File: config.mk
export PLATFORM = sky130hd
export DESIGN_NAME = vga_timing_gen
export DESIGN_NICKNAME = d
export VERILOG_FILES = /design/src/rtl/vga_timing_gen.sv
export SDC_FILE = /design/constraint.sdc
export NUM_CORES = 1
export LEC_CHECK = 0
export ABC_AREA = 1
export BUFFER_PORTS_ARGS = -buffer_cell sky130_fd_sc_hd__clkbuf_2
export CAP_MARGIN = 40
export CELL_PAD_IN_SITES_DETAIL_PLACEMENT = 1
export CELL_PAD_IN_SITES_GLOBAL_PLACEMENT = 2
export CORE_ASPECT_RATIO = 1.1
export CORE_MARGIN = 1.5
export CORE_UTILIZATION = 31
export CTS_CLUSTER_SIZE = 8
export DETAILED_ROUTE_END_ITERATION = 6
export GPL_ROUTABILITY_DRIVEN = 0
export PLACE_DENSITY_LB_ADDON = 0.1
export RECOVER_POWER = 25
export SYNTH_ARGS = -nofsm -noshare
export SYNTH_HDL_FRONTEND = slang
export SYNTH_SLANG_ARGS = --single-unit
File: constraint.sdc
create_clock -name pclk -period 2.8 [get_ports pclk]
set_input_delay 0 -clock pclk [delete_from_list [all_inputs] [get_ports pclk]]
set_output_delay 0 -clock pclk [all_outputs]
set_load 0.01 [all_outputs]
File: src/rtl/vga_timing_gen.sv
// Purpose : free-running raster counters plus sync/blank/frame_start flags (XGA 1024x768@60 by default).
// Latency : every output is registered; all of them describe the same (hcount,vcount) in the same cycle.
// Backpr. : none -- the block never stalls; downstream must accept one pixel word every pclk.
//
// Ports:
//   pclk        pixel clock
//   rst         synchronous active-high reset (forces pixel 0,0)
//   hcount      horizontal pixel index, 0..H_TOTAL-1
//   hsync       horizontal sync, asserted level = H_SYNC_POL
//   hblnk       horizontal blanking (hcount >= H_ACTIVE)
//   vcount      line index, 0..V_TOTAL-1
//   vsync       vertical sync, asserted level = V_SYNC_POL
//   vblnk       vertical blanking (vcount >= V_ACTIVE), held across the whole line
//   frame_start one-cycle pulse while hcount==0 && vcount==0
module vga_timing_gen #(
  parameter int   H_ACTIVE   = 1024,
  parameter int   H_FP       = 24,
  parameter int   H_SYNC     = 136,
  parameter int   H_BP       = 160,
  parameter int   V_ACTIVE   = 768,
  parameter int   V_FP       = 3,
  parameter int   V_SYNC     = 6,
  parameter int   V_BP       = 29,
  parameter logic H_SYNC_POL = 1'b0,
  parameter logic V_SYNC_POL = 1'b0
) (
  input  logic        pclk,
  input  logic        rst,
  output logic [10:0] hcount,
  output logic        hsync,
  output logic        hblnk,
  output logic [10:0] vcount,
  output logic        vsync,
  output logic        vblnk,
  output logic        frame_start
);

  // Totals must stay <= 2048 so the 11-bit counters never overflow.
  localparam int H_TOTAL = H_ACTIVE + H_FP + H_SYNC + H_BP;
  localparam int V_TOTAL = V_ACTIVE + V_FP + V_SYNC + V_BP;

  localparam logic [10:0] H_LAST      = 11'(H_TOTAL - 1);
  localparam logic [10:0] V_LAST      = 11'(V_TOTAL - 1);
  localparam logic [10:0] HBLNK_START = 11'(H_ACTIVE);
  localparam logic [10:0] HSYNC_START = 11'(H_ACTIVE + H_FP);
  localparam logic [10:0] HSYNC_END   = 11'(H_ACTIVE + H_FP + H_SYNC);
  localparam logic [10:0] VBLNK_START = 11'(V_ACTIVE);
  localparam logic [10:0] VSYNC_START = 11'(V_ACTIVE + V_FP);
  localparam logic [10:0] VSYNC_END   = 11'(V_ACTIVE + V_FP + V_SYNC);

  logic [10:0] h_nxt;
  logic [10:0] v_nxt;

  // Next-state counts; the vertical counter only moves on the horizontal wrap.
  always_comb begin
    h_nxt = hcount + 11'd1;
    v_nxt = vcount;
    if (hcount == H_LAST) begin
      h_nxt = '0;
      v_nxt = (vcount == V_LAST) ? '0 : vcount + 11'd1;
    end
  end

  // Flags are decoded from the next-state counts and registered with them,
  // so no flag lags its count by a cycle.
  always_ff @(posedge pclk) begin
    if (rst) begin
      hcount      <= '0;
      vcount      <= '0;
      hblnk       <= 1'b0;
      vblnk       <= 1'b0;
      hsync       <= ~H_SYNC_POL;
      vsync       <= ~V_SYNC_POL;
      frame_start <= 1'b1;
    end else begin
      hcount      <= h_nxt;
      vcount      <= v_nxt;
      hblnk       <= (h_nxt >= HBLNK_START);
      vblnk       <= (v_nxt >= VBLNK_START);
      hsync       <= ((h_nxt >= HSYNC_START) && (h_nxt < HSYNC_END)) ? H_SYNC_POL : ~H_SYNC_POL;
      vsync       <= ((v_nxt >= VSYNC_START) && (v_nxt < VSYNC_END)) ? V_SYNC_POL : ~V_SYNC_POL;
      frame_start <= (h_nxt == '0) && (v_nxt == '0);
    end
  end

endmodule
==> results.py, run 1 <==
metrics = {
    "run_status": {
        "status": "finished with violations",
        "violations": "design-rule violations",
    },
    "global_route": {
        "grt_first_pass_wirelength_mm": 8.09,
        "grt_overflow": 0,
        "grt.total_usage_pct": 18.4,
        "grt_max_degree": 23,
        "grt_antenna_before_repair": 0,
        "grt_pass1_vias": 1649,
    },
    "detailed_routing": {
        "viasPerCell": 4.89,
        "wirelength_mm": 4.76,
        "ant_nets": 0,
        "wl_per_cell_um": 13.8,
        "drt_iter0_markers": 63,
        "drcViolationCount": 1,
        "vias": 1688,
        "drtPass1Iterations": 7,
    },
    "power": {
        "seqPwrFrac_pct": 52.6,
        "power.density_nw_per_um2": 390,
        "p_sw_mw": 0.150,
        "vdd_drop_max_v": 0.000274,
        "pwr-share-clk_pct": 44.6,
        "leakage_nw": 0.886,
        "p_sw_share_pct": 20.7,
        "p_int_mw": 0.571,
        "power.share.combinational_pct": 2.8,
    },
    "cells_and_area": {
        "layoutNonFillerInstCount": 345,
        "drive_above_1_share_pct": 11.5,
        "antenna_cells": 0,
        "final_util_pct": 37.0,
        "fin_nets": 293,
        "syn_to_final_growth_pct": 15.0,
        "fin_area_um2": 1850,
    },
    "timing": {
        "slew_violations": 0,
        "setup_viol": 0,
        "slew_headroom_pct": 66.6,
        "period_needed_ps": 2080,
        "hold_viol": 0,
        "skew_ps": 8.64,
        "fmax_mhz": 480,
        "fin_crit_sh_pct": 74.4,
        "fin_hold_ws_ps": 229,
        "finalSetupTns_ps": 0,
        "tightest_slew_ps": 497,
        "grt_setup_unrepaired": "false",
    },
    "worst_setup_path": {
        "critPathArrivalTime_ps": 2260,
        "cpPeakStageDelay_ps": 430,
        "crit_end": "vsync",
        "path_max_fanout": 12,
        "r2r_start": "hcount[0]",
        "setup.worst_path.start_class": "flop",
        "crit_slowest_cell": "dfxtp_1",
        "crit_chain": "ha_1 > nand2_1 > inv_1 > nand2_2 > nor2_4 > nand3_1 > nand2_1 > inv_1 > o21ai_1 > nand2_1 > nor2_1 > nand2_1",
        "path_depth": 12,
        "startpoint": "hcount[0]",
        "crit_top_cell": "nand2_1",
        "path_buf_inv": 2,
        "reg2reg_slack_ps": 720,
        "critPathKind": "flop to flop",
        "reg2reg_depth": 12,
        "path_delay_family": "simple AND/OR/NAND/NOR gates",
        "critPathRequiredTime_ps": 2980,
        "cp-end-kind": "flop",
        "r2r_end": "vsync",
    },
    "die": {
        "placeableCoreArea_um2": 5000,
        "die_h_um": 78.5,
        "rows": 27,
        "die_area_um2": 5620,
        "die_x_um": 71.6,
        "initial_core_util_pct": 32.1,
        "ios": 29,
    },
    "synthesis": {
        "yosysUniqueCellTypes": 27,
        "synth_edf_count": 0,
        "syn_inst": 259,
        "synthTopCellsByCount": "nand2_1, nor2_1, inv_1",
        "synth_fp_nets": 264,
        "synth.most_common_cell": "nand2_1",
        "synth_area_um2": 1610,
        "synth_flop_cell": "dfxtp_1",
        "ys_top_cells_by_area": "dfxtp_1, nand2_1, nor2_1, inv_1, nand3_1",
        "seq_area_frac_synth_pct": 32.4,
        "yosys.area.top_type_share_pct": 32.4,
        "async_flop_share_pct": 0,
        "synth-seq-cells": 26,
        "syn_area_per_cell_um2": 6.20,
        "ys.warnings.count": 0,
        "yosysTopAreaCell": "dfxtp_1",
    },
    "clocking": {
        "cts_made_buffers": 3,
        "cts.sinks": 26,
        "insertion_delay_ps": 280,
        "post_cts.repair.setup_buffers": 0,
        "cts_tree": "built",
        "path_clk_slew_ps": 100,
        "cts_max_level": 1,
        "clock_path_buffers": 2,
        "cts_hold_buf": 0,
        "cts-root-buf": "clkbuf_8",
        "post_cts_resized": 0,
    },
    "place": {
        "placed_area_um2": 1790,
        "dp_hpwl_mm": 3.80,
        "dp.cells": 341,
        "io_buffers": 28,
    },
    "min_path": {
        "holdCritPathClass": "input port to flop",
    },
    "job": {
        "cap_violations": 0,
    },
}
==> worst min path at each step <==
stage	from	to	slack (ps)	cells past startpoint
global route	rst	hcount[4]	280	2
global placement	hsync	hsync	390	1
detailed placement	vsync	vsync	390	1
floorplan	rst	vcount[8]	80	1
finish	rst	vcount[1]	230	2
CTS	rst	hcount[1]	240	2
==> power groups by stage <==
| stage | Combinational [mW] | Clock [mW] | Sequential (mW) |
|---|---|---|---|
| after detailed placement | 0.0216 | 0 | 0.388 |
| after floorplan | 0.0109 | 0 | 0.389 |
| after global routing | 0.0241 | 0.343 | 0.380 |
| final | 0.0204 | 0.322 | 0.379 |
| after global placement | 0.0219 | 0 | 0.387 |
| after CTS | 0.0215 | 0.334 | 0.379 |
==> per-layer routing <==
layer / track usage [%] / vias up / part of all wire [%]
li1: - / 862 / -
met1: 21.8 / 803 / 44
met2: 34.8 / 19 / 53
met3: 1.93 / 4 / 1.9
met4: 4.53 / 0 / 0.88
met5: 0 / - / 0
==> flip-flops by register name, summed over array words and instances, names as in the netlist <==
register	flops
hcount	11
vcount	11
frame_start	1
hsync	1
vblnk	1
vsync	1
==> logic make-up after synthesis <==
group,Yosys count,share of synthesized area (%)
fa+ha+maj,3,2.34
compound gates,16,5.61
flops,26,32.4
xor+xnor,4,2.18
buf+inv,44,11.0
simple gates,166,46.5
==> worst reg2reg max path, stage by stage, from the launching register on <==
cell and delay, ps:
dfxtp_1 430, ha_1 270, nand2_1 140, inv_1 100, nand2_2 70, nor2_4 310, nand3_1 120, nand2_1 110
inv_1 80, o21ai_1 160, nand2_1 60, nor2_1 80, nand2_1 60
==> stage by stage <==
stage / setup slack, ps / power (mW)
CTS: 665 / 0.735
global route: 461 / 0.747
global placement: 682 / 0.409
floorplan: 1070 / 0.400
detailed placement: 689 / 0.409
finish: 716 / 0.721
==> cell type report <==
type | count | area [µm²]
Fill cell | 672 | 3150
Multi-Input combinational cell | 189 | 910
Sequential cell | 26 | 520
Inverter | 40 | 150
Timing Repair Buffer | 28 | 124
Tap cell | 58 | 72.6
Clock buffer | 3 | 41.3
Clock inverter | 1 | 30.0
==> cell usage in the layout, fill, tap and decap left out <==
| cell type | n |
|---|---|
| clkbuf_1 | 13 |
| clkbuf_8 | 3 |
| o21ai_1 | 1 |
| dfxtp_1 | 26 |
| ha_1 | 3 |
| nor2_4 | 2 |
| nor3_1 | 7 |
| clkbuf_2 | 15 |
| bufinv_16 | 1 |
| nand3b_1 | 1 |
| nand3_2 | 1 |
| xor2_1 | 4 |
| nand3_1 | 25 |
| nand4_1 | 5 |
| nor2_2 | 2 |
| nand2_1 | 72 |
| nand2_2 | 7 |
| nor2_1 | 41 |
| o21bai_1 | 1 |
| or2_1 | 1 |
| o21ai_0 | 5 |
| o211ai_1 | 1 |
| inv_1 | 40 |
| o21a_1 | 1 |
| o31ai_1 | 1 |
| nor3_4 | 1 |
| a21oi_1 | 6 |
| nand4_2 | 1 |
(Power assumes the default switching activity.)
==> run 2, diff against run 1 <==
--- a/config.mk
+++ b/config.mk
@@ -12,7 +12,7 @@
 export CELL_PAD_IN_SITES_GLOBAL_PLACEMENT = 2
 export CORE_ASPECT_RATIO = 1.1
 export CORE_MARGIN = 1.5
-export CORE_UTILIZATION = 31
+export CORE_UTILIZATION = 26
 export CTS_CLUSTER_SIZE = 8
 export DETAILED_ROUTE_END_ITERATION = 6
 export GPL_ROUTABILITY_DRIVEN = 0
==> constraint.sdc (replaced) <==
create_clock -name pclk -period 1.7 [get_ports pclk]
set_input_delay 0 -clock pclk [delete_from_list [all_inputs] [get_ports pclk]]
set_output_delay 0 -clock pclk [all_outputs]
set_load 0.01 [all_outputs]
==> results.py, run 2 (synthesis gave the netlist of run 1 again) <==
metrics = {
    "run_status": {
        "status": "finished, final reports clean",
    },
    "job": {
        "cap_violations": 0,
    },
    "worst_setup_path": {
        "critPathKind": "flop to flop",
        "path_max_fanout": 4,
        "reg2reg_slack_ps": 60,
        "cp-end-kind": "flop",
        "setup.worst_path.start_class": "flop",
        "cpPeakStageDelay_ps": 370,
        "critPathRequiredTime_ps": 1880,
        "crit_slowest_cell": "dfxtp_2",
        "crit_chain": "ha_4 > nand3_4 > nor3_4 > buf_6 > nand3_2 > nand2_2 > nor2_1 > o21ai_2 > nand2_1 > nor2_1 > nand2_1",
        "critPathArrivalTime_ps": 1830,
    },
    "global_route": {
        "grt_first_pass_wirelength_mm": 9.40,
        "grt_overflow": 0,
        "grt.total_usage_pct": 18.2,
        "grt_max_degree": 23,
        "grt_pass1_vias": 1987,
        "grt_antenna_before_repair": 0,
    },
    "cells_and_area": {
        "layout_commonest_cell": "nand2_1",
        "drive_above_1_share_pct": 40.3,
        "final_cell_mix": "nand2_1, buf_4, inv_1, nor2_1",
        "top_regs": "hcount x11, vcount x11",
        "fillers": 790,
        "antenna_cells": 0,
        "syn_to_final_growth_pct": 57.4,
        "multi_input_area_um2": 1070,
        "fin_nets": 356,
        "seq_area_um2": 529,
    },
    "die": {
        "rows": 29,
        "die_h_um": 85.4,
        "placeableCoreArea_um2": 5880,
        "die_area_um2": 6660,
        "initial_core_util_pct": 27.3,
        "die_x_um": 78.0,
        "ios": 29,
    },
    "clocking": {
        "cts_made_buffers": 3,
        "cts_tree": "built",
        "cts_hold_buf": 0,
        "cts-root-buf": "clkbuf_8",
        "path_clk_slew_ps": 100,
        "cts_max_level": 1,
        "insertion_delay_ps": 270,
        "cts.sinks": 26,
        "clock_path_buffers": 2,
    },
    "power": {
        "vdd_drop_max_v": 0.000254,
        "power.density_nw_per_um2": 474,
        "leakage_nw": 1.25,
    },
    "detailed_routing": {
        "wirelength_mm": 5.72,
        "viasPerCell": 4.43,
        "vias": 1890,
        "drtPass1Iterations": 4,
        "wl_per_cell_um": 13.4,
        "drt_iter0_markers": 26,
        "ant_nets": 0,
        "drcViolationCount": 0,
    },
    "place": {
        "io_buffers": 28,
        "dp_hpwl_mm": 4.60,
    },
    "timing": {
        "finalSetupTns_ps": 0,
        "slew_violations": 0,
        "period_needed_ps": 1640,
        "slew_headroom_pct": 66.5,
        "hold_viol": 0,
        "tightest_slew_ps": 502,
        "fmax_mhz": 608,
        "grt_setup_unrepaired": "true",
        "fin_hold_ws_ps": 240,
        "fin_crit_sh_pct": 96.7,
        "skew_ps": 9.44,
        "setup_viol": 0,
    },
    "min_path": {
        "holdCritPathClass": "input port to flop",
    },
}
==> run 2: final timing paths <==
kind	from	endpoint	cells after the start
worst max-delay path	hcount[1]	vsync	11
worst min-delay path	rst	hcount[9]	2
worst max register to register	hcount[1]	vsync	11
worst min register to register	hcount[0]	hcount[0]	2
==> run 2: final cells by class <==
| class | count | area share (%) |
|---|---|---|
| repair buffers | 91 | 24.2 |
| flip-flops and latches | 26 | 20.9 |
| clock inverters | 1 | 1.19 |
| well taps | 77 | 3.81 |
| inverters | 40 | 5.94 |
| clock buffers | 3 | 1.63 |
| multi-input cells | 189 | 42.3 |
==> run 2: power breakdown <==
part | switching [mW] | internal [mW]
sequential | 0.00763 | 0.617
clock | 0.203 | 0.315
combinational | 0.0333 | 0.0224
==> run 2: metrics by stage <==
step	instances	power (mW)	area (µm²)	setup WS (ps)	util (%)
after floorplan	259	0.659	1610	11.5	-
after global placement	422	0.685	2290	-202	38.9
after detailed placement	422	0.687	2290	-242	38.9
after CTS	425	1.22	2470	3.28	42.1
after global routing	427	1.25	2530	-111	43.0
final	427	1.20	2530	55.3	43.0
==> run 2: worst max-delay path: cells and delay by family, from the launching register on <==
family          cells  cell delay, ps
compound gates      1              70
fa+ha+maj           1             170
buf+inv             1             140
flops               1             370
simple gates        8             800
==> run 2: metal layers <==
metal | GRT usage [%] | part of all wire, % | vias to the layer above
li1 | - | - | 990
met1 | 20.6 | 44 | 881
met2 | 35.9 | 54 | 17
met3 | 1.61 | 1.5 | 2
met4 | 4.38 | 0.54 | 0
met5 | 0 | 0 | -
==> run 2: what timing repair did <==
item	4_1_cts	5_1_grt
gates resized for setup	39	17
setup endpoints to repair	7	5
pin swaps	11	6
endpoints found under the hold margin	0	0
buffers inserted	0	2
